`src/rtl/jtpang_busarb.sv`:
```
// Object-DMA bus arbiter: drains the CPU cycle, freezes the CPU, grants VRAM (busrq->busak_n >= 2 clk).
// CPU is stalled via cpu_hold until a cpu_cen after release; optional GRANT timeout via JTPANG_BUSARB_TIMEOUT_EN.
module jtpang_busarb #(
  parameter logic [2:0] DMA_PAGE = 3'b111,
  parameter logic [9:0] TIMEOUT  = 10'd1023
) (
  input  logic        clk,
  input  logic        rst,
  input  logic        cpu_cen,
  input  logic        cpu_mreq_n,
  input  logic        cpu_wr_n,
  input  logic        vram_cs,
  input  logic [11:0] cpu_addr,
  input  logic        busrq,
  input  logic [8:0]  dma_addr,
  output logic        busak_n,
  output logic        cpu_hold,
  output logic [11:0] vram_addr,
  output logic        vram_we,
  output logic        timeout
);

  typedef enum logic [1:0] {
    ST_IDLE,
    ST_DRAIN,
    ST_GRANT,
    ST_RELEASE
  } state_t;

  state_t state;
  logic   tout_hit;

`ifdef JTPANG_BUSARB_TIMEOUT_EN
  logic [9:0] cnt;
  logic       tmo_q;

  // Compare against the next count so the release edge lands TIMEOUT clocks after grant.
  assign tout_hit = (cnt + 10'd1) == TIMEOUT;
  assign timeout  = tmo_q;
`else
  logic unused_timeout_param;

  assign unused_timeout_param = ^TIMEOUT;
  assign tout_hit = 1'b0;
  assign timeout  = 1'b0;
`endif

  always_ff @(posedge clk or posedge rst) begin
    if (rst) begin
      state    <= ST_IDLE;
      busak_n  <= 1'b1;
      cpu_hold <= 1'b0;
`ifdef JTPANG_BUSARB_TIMEOUT_EN
      cnt      <= 10'd0;
      tmo_q    <= 1'b0;
`endif
    end else begin
      case (state)
        ST_IDLE: begin
          if (busrq) state <= ST_DRAIN;
        end
        ST_DRAIN: begin
          // An abort on the same edge as the grant condition takes priority.
          if (!busrq) begin
            state <= ST_IDLE;
          end else if (cpu_cen && cpu_mreq_n) begin
            state    <= ST_GRANT;
            busak_n  <= 1'b0;
            cpu_hold <= 1'b1;
`ifdef JTPANG_BUSARB_TIMEOUT_EN
            cnt      <= 10'd0;
`endif
          end
        end
        ST_GRANT: begin
`ifdef JTPANG_BUSARB_TIMEOUT_EN
          cnt <= cnt + 10'd1;
          if (busrq && tout_hit) tmo_q <= 1'b1;
`endif
          if (!busrq || tout_hit) begin
            state   <= ST_RELEASE;
            busak_n <= 1'b1;
          end
        end
        ST_RELEASE: begin
          // The CPU resumes only on its own clock enable; busrq waits for IDLE.
          if (cpu_cen) begin
            state    <= ST_IDLE;
            cpu_hold <= 1'b0;
          end
        end
        default: begin
          state    <= ST_IDLE;
          busak_n  <= 1'b1;
          cpu_hold <= 1'b0;
        end
      endcase
    end
  end

  assign vram_addr = busak_n ? cpu_addr : {DMA_PAGE, dma_addr};
  assign vram_we   = busak_n & vram_cs & ~cpu_wr_n & ~cpu_mreq_n;

endmodule
```
`config.mk`:
```
export PLATFORM = sky130hd
export DESIGN_NAME = jtpang_busarb
export DESIGN_NICKNAME = d
export VERILOG_FILES = /design/src/rtl/jtpang_busarb.sv
export SDC_FILE = /design/constraint.sdc
export NUM_CORES = 1
export LEC_CHECK = 0
export ABC_AREA = 1
export BUFFER_PORTS_ARGS = -buffer_cell sky130_fd_sc_hd__buf_2
export CAP_MARGIN = 20
export CORE_AREA = 2 2 39 41
export CTS_CLUSTER_SIZE = 10
export DETAILED_ROUTE_END_ITERATION = 10
export DIE_AREA = 0 0 41 43
export MAX_ROUTING_LAYER = met4
export PLACE_DENSITY_LB_ADDON = 0.08
export SYNTH_ARGS = -nofsm -noshare
export SYNTH_HDL_FRONTEND = slang
export SYNTH_SLANG_ARGS = --single-unit
```
`constraint.sdc`:
```
create_clock -name clk -period 2.48 [get_ports clk]
set_clock_uncertainty 0.15 [all_clocks]
set_input_delay 0.372 -clock clk [delete_from_list [all_inputs] [get_ports clk]]
set_output_delay 0.372 -clock clk [all_outputs]
set_load 0.05 [all_outputs]
```
==> summary.md <==
| Metric | Value |
|---|---|
| Yosys cell types | `18` |
| Buf/Inv on CP | `2` |
| Kind of critical path | `reg2out` |
| Sequential-to-total area share from yosys stat | `between 20 and 30%` |
| DR WL/cell | `about 8.5 um` |
| Yosys warns | `0` |
| CP max stage delay | `between 600 and 700 ps` |
| Worst-path clk slew | `about 40 ps` |
| Die span in x | `between 40 and 50 um` |
| Post-Synthesis Net Count | `between 90 and 100` |
| Post-layout util | `45.2%` |
| Fraction of layout cells with a size suffix above 1 | `approximately 46%` |
| LEAKAGE | `a little over 0.4 nW` |
| RSZ-0062 raised after global routing | `no` |
| Top delay family on crit path | `flip-flops` |
| Pint | `a little over 300 uW` |
| Clock power frac | `a little over a tenth` |
| Fmax | `between 400 and 500 MHz` |
| Startpoint Class | `flop` |
| Gr usage total | `between 10 and 15%` |
| First-pass GRT wire length | `approximately 1.5 mm` |
| 1st-pass router iterations | `6` |
| Post-route minimum period | `2120 ps` |
| Antenna diodes | `0` |
| Top cell type's share of synthesized area | `39.9%` |
| Worst reg-to-reg path cell count | `4` |
| Sw Share | `between 60 and 70%` |
| Core area | `between 1000 and 1500 um^2` |
| Max Fanout on Critical Path | `13` |
| Final Max Tran Viols | `0` |
| Pin count of the biggest net entering global routing | `14` |
| Core Rows | `14` |
| Slowest cell on crit path | `dfstp_2` |
| Crit path to | `vram_addr[11]` |
| Gate power share | `71.0%` |
| Fin. Hold Viols | `0` |
| Critical Path AT | `roughly 1600 ps` |
| RePlAce Congestion | `~0.78` |
| Vias in the first global route | `slightly below 400` |
| DIE HEIGHT | `43 um` |
| Routed Antenna Nets | `0` |
| Top post-synthesis cells by area | `nand2_1, dfrtp_1, dfstp_2` |
| HPWL Detailed | `approximately 890 um` |
| Clk Latency, worst-skew pair | `approximately 230 ps` |
| CTS tree | `done` |
| VDD IR max | `slightly above 0.7 mV` |
| FF-to-FF setup slack | `1320 ps` |
| Ports | `44` |
| Cells after Synth | `slightly below 70` |
| Critical path data required time | `~2000 ps` |
| FF+latch count, synth | `4` |
| Most common cell after layout, fill and taps aside | `buf_2` |
| Setup TNS | `0 ps` |
| Root Driver | `clkbuf_4` |
| WP depth | `3` |
| Drt total wl | `around 1.1 mm` |
| # DRC | `0` |
| Via count | `530` |
| Syn Area/Cell | `5.54 um^2` |
| Max_cap viols | `0` |
| Sequential Power Share | `18.6%` |
| PortBufs | `42` |
| Synth area leader | `nand2_1` |
| Post-CTS sizing | `0` |
| Hold Crit Class | `in2reg` |
| Crit-path cells | `inv_1 > or2_2 > buf_2` |
| Area Overhead vs Synth | `66.1%` |
| CTS sink count | `4` |
| Outcome | `completed` |
| Critical Path End Type | `output port` |
| Tcrit/Tclk final | `around 86%` |
| Initial DRC count | `8` |
| Min Hold Slack | `around 270 ps` |
| Total congestion overflow | `0` |
| Worst Setup SP | `busak_n` |
| Reg2reg end | `busak_n` |
| Filler cell count | `around 160` |
| H-Tree Level Count | `1` |
| Num CTS Buffers | `3` |
| Setup Fix Bufs, Post-CTS | `0` |
| Final setup viols | `0` |
| Mapped Area | `377 um^2` |
| Initial core utilization | `~27%` |
| Initial antenna violation count | `0` |
| Post-DR vias/cell | `between 4 and 5` |
| Sw Pwr | `roughly 540 uW` |
| Pwr dens | `about 1400 nW/um^2` |
| Most frequent cells in the layout | `buf_2, nand2_1, inv_1` |
| CTS Buffer Depth | `2` |
| Layout Nets | `between 100 and 150` |
| Die Area | `between 1500 and 2000 um^2` |
## synth_stat cells (all sizes together)
master and n:
a21oi 2, buf 3, conb 1, dfrtp 3, dfstp 1, inv 6, nand2 41, nand3 2
nand4 1, nor2 3, nor3 1, o21ai 1, or2 3
## worst register-to-register path: cells and delay by family (launching register included)
family / cells / cell delay [ps]
flip-flops: 1 / 420
AND/OR/NAND/NOR: 4 / 520
## metal layers
| layer | track usage [%] | part of all wire [%] |
|---|---|---|
| met5 | - | 0 |
| met1 | 15.6 | 41 |
| met3 | 3.14 | 10 |
| met2 | 19.7 | 48 |
| met4 | 2.00 | 0 |
## kinds of logic (layout without fill, tap and decap cells)
group                  count (synthesis)  count (layout)  share of synthesized area (%)
AO/OA/AOI/OAI                          3               3                           4.98
other                                  1               1                          0.996
buffers and inverters                  9              53                           10.6
flip-flops                             4               4                           26.9
AND/OR/NAND/NOR                       51              51                           56.5
## final cells by class
type	instances	area (um^2)	area share, %
inverter	6	22.5	3.60
timing repair buffer	43	220	35.2
tap	16	20.0	3.20
sequential	4	101	16.2
clock buffer	4	26.3	4.20
multi-input combinational	55	235	37.6
## how the worst min path moves through the flow
stage / cells past startpoint / start / end / slack (ps)
finish: 4 / busrq / busak_n / 270
global route: 4 / busrq / busak_n / 310
CTS: 4 / busrq / busak_n / 260
detailed placement: 2 / rst / asynchronous set/reset pin / 110
global placement: 2 / rst / cpu_hold / 110
floorplan: 1 / rst / asynchronous set/reset pin / -10
## per-stage QoR
| stage | setup slack, ps | cells | total power, mW | cell area (um^2) |
|---|---|---|---|---|
| 6_report | 358 | 128 | 0.848 | 626 |
| 5_1_grt | 241 | 128 | 0.919 | 626 |
| 3_5_place_dp | 581 | 123 | 0.764 | 589 |
| 2_1_floorplan | 138 | 68 | 0.638 | 377 |
| 3_3_place_gp | 624 | 123 | 0.760 | 589 |
| 4_1_cts | 340 | 128 | 0.855 | 626 |
## power groups by stage
stage	Sequential (mW)	Clock (mW)	Combinational (mW)
6_report	0.157	0.0882	0.603
5_1_grt	0.168	0.0945	0.657
4_1_cts	0.159	0.0899	0.606
3_5_place_dp	0.160	0	0.604
3_3_place_gp	0.155	0	0.605
2_1_floorplan	0.189	0	0.449
## timing repair
item / in CTS / in global routing
hold endpoints to repair: 3 / 0
endpoints found under the setup margin: 0 / 0
hold buffers: 1 / 0
Power figures use the tool's default switching activity.
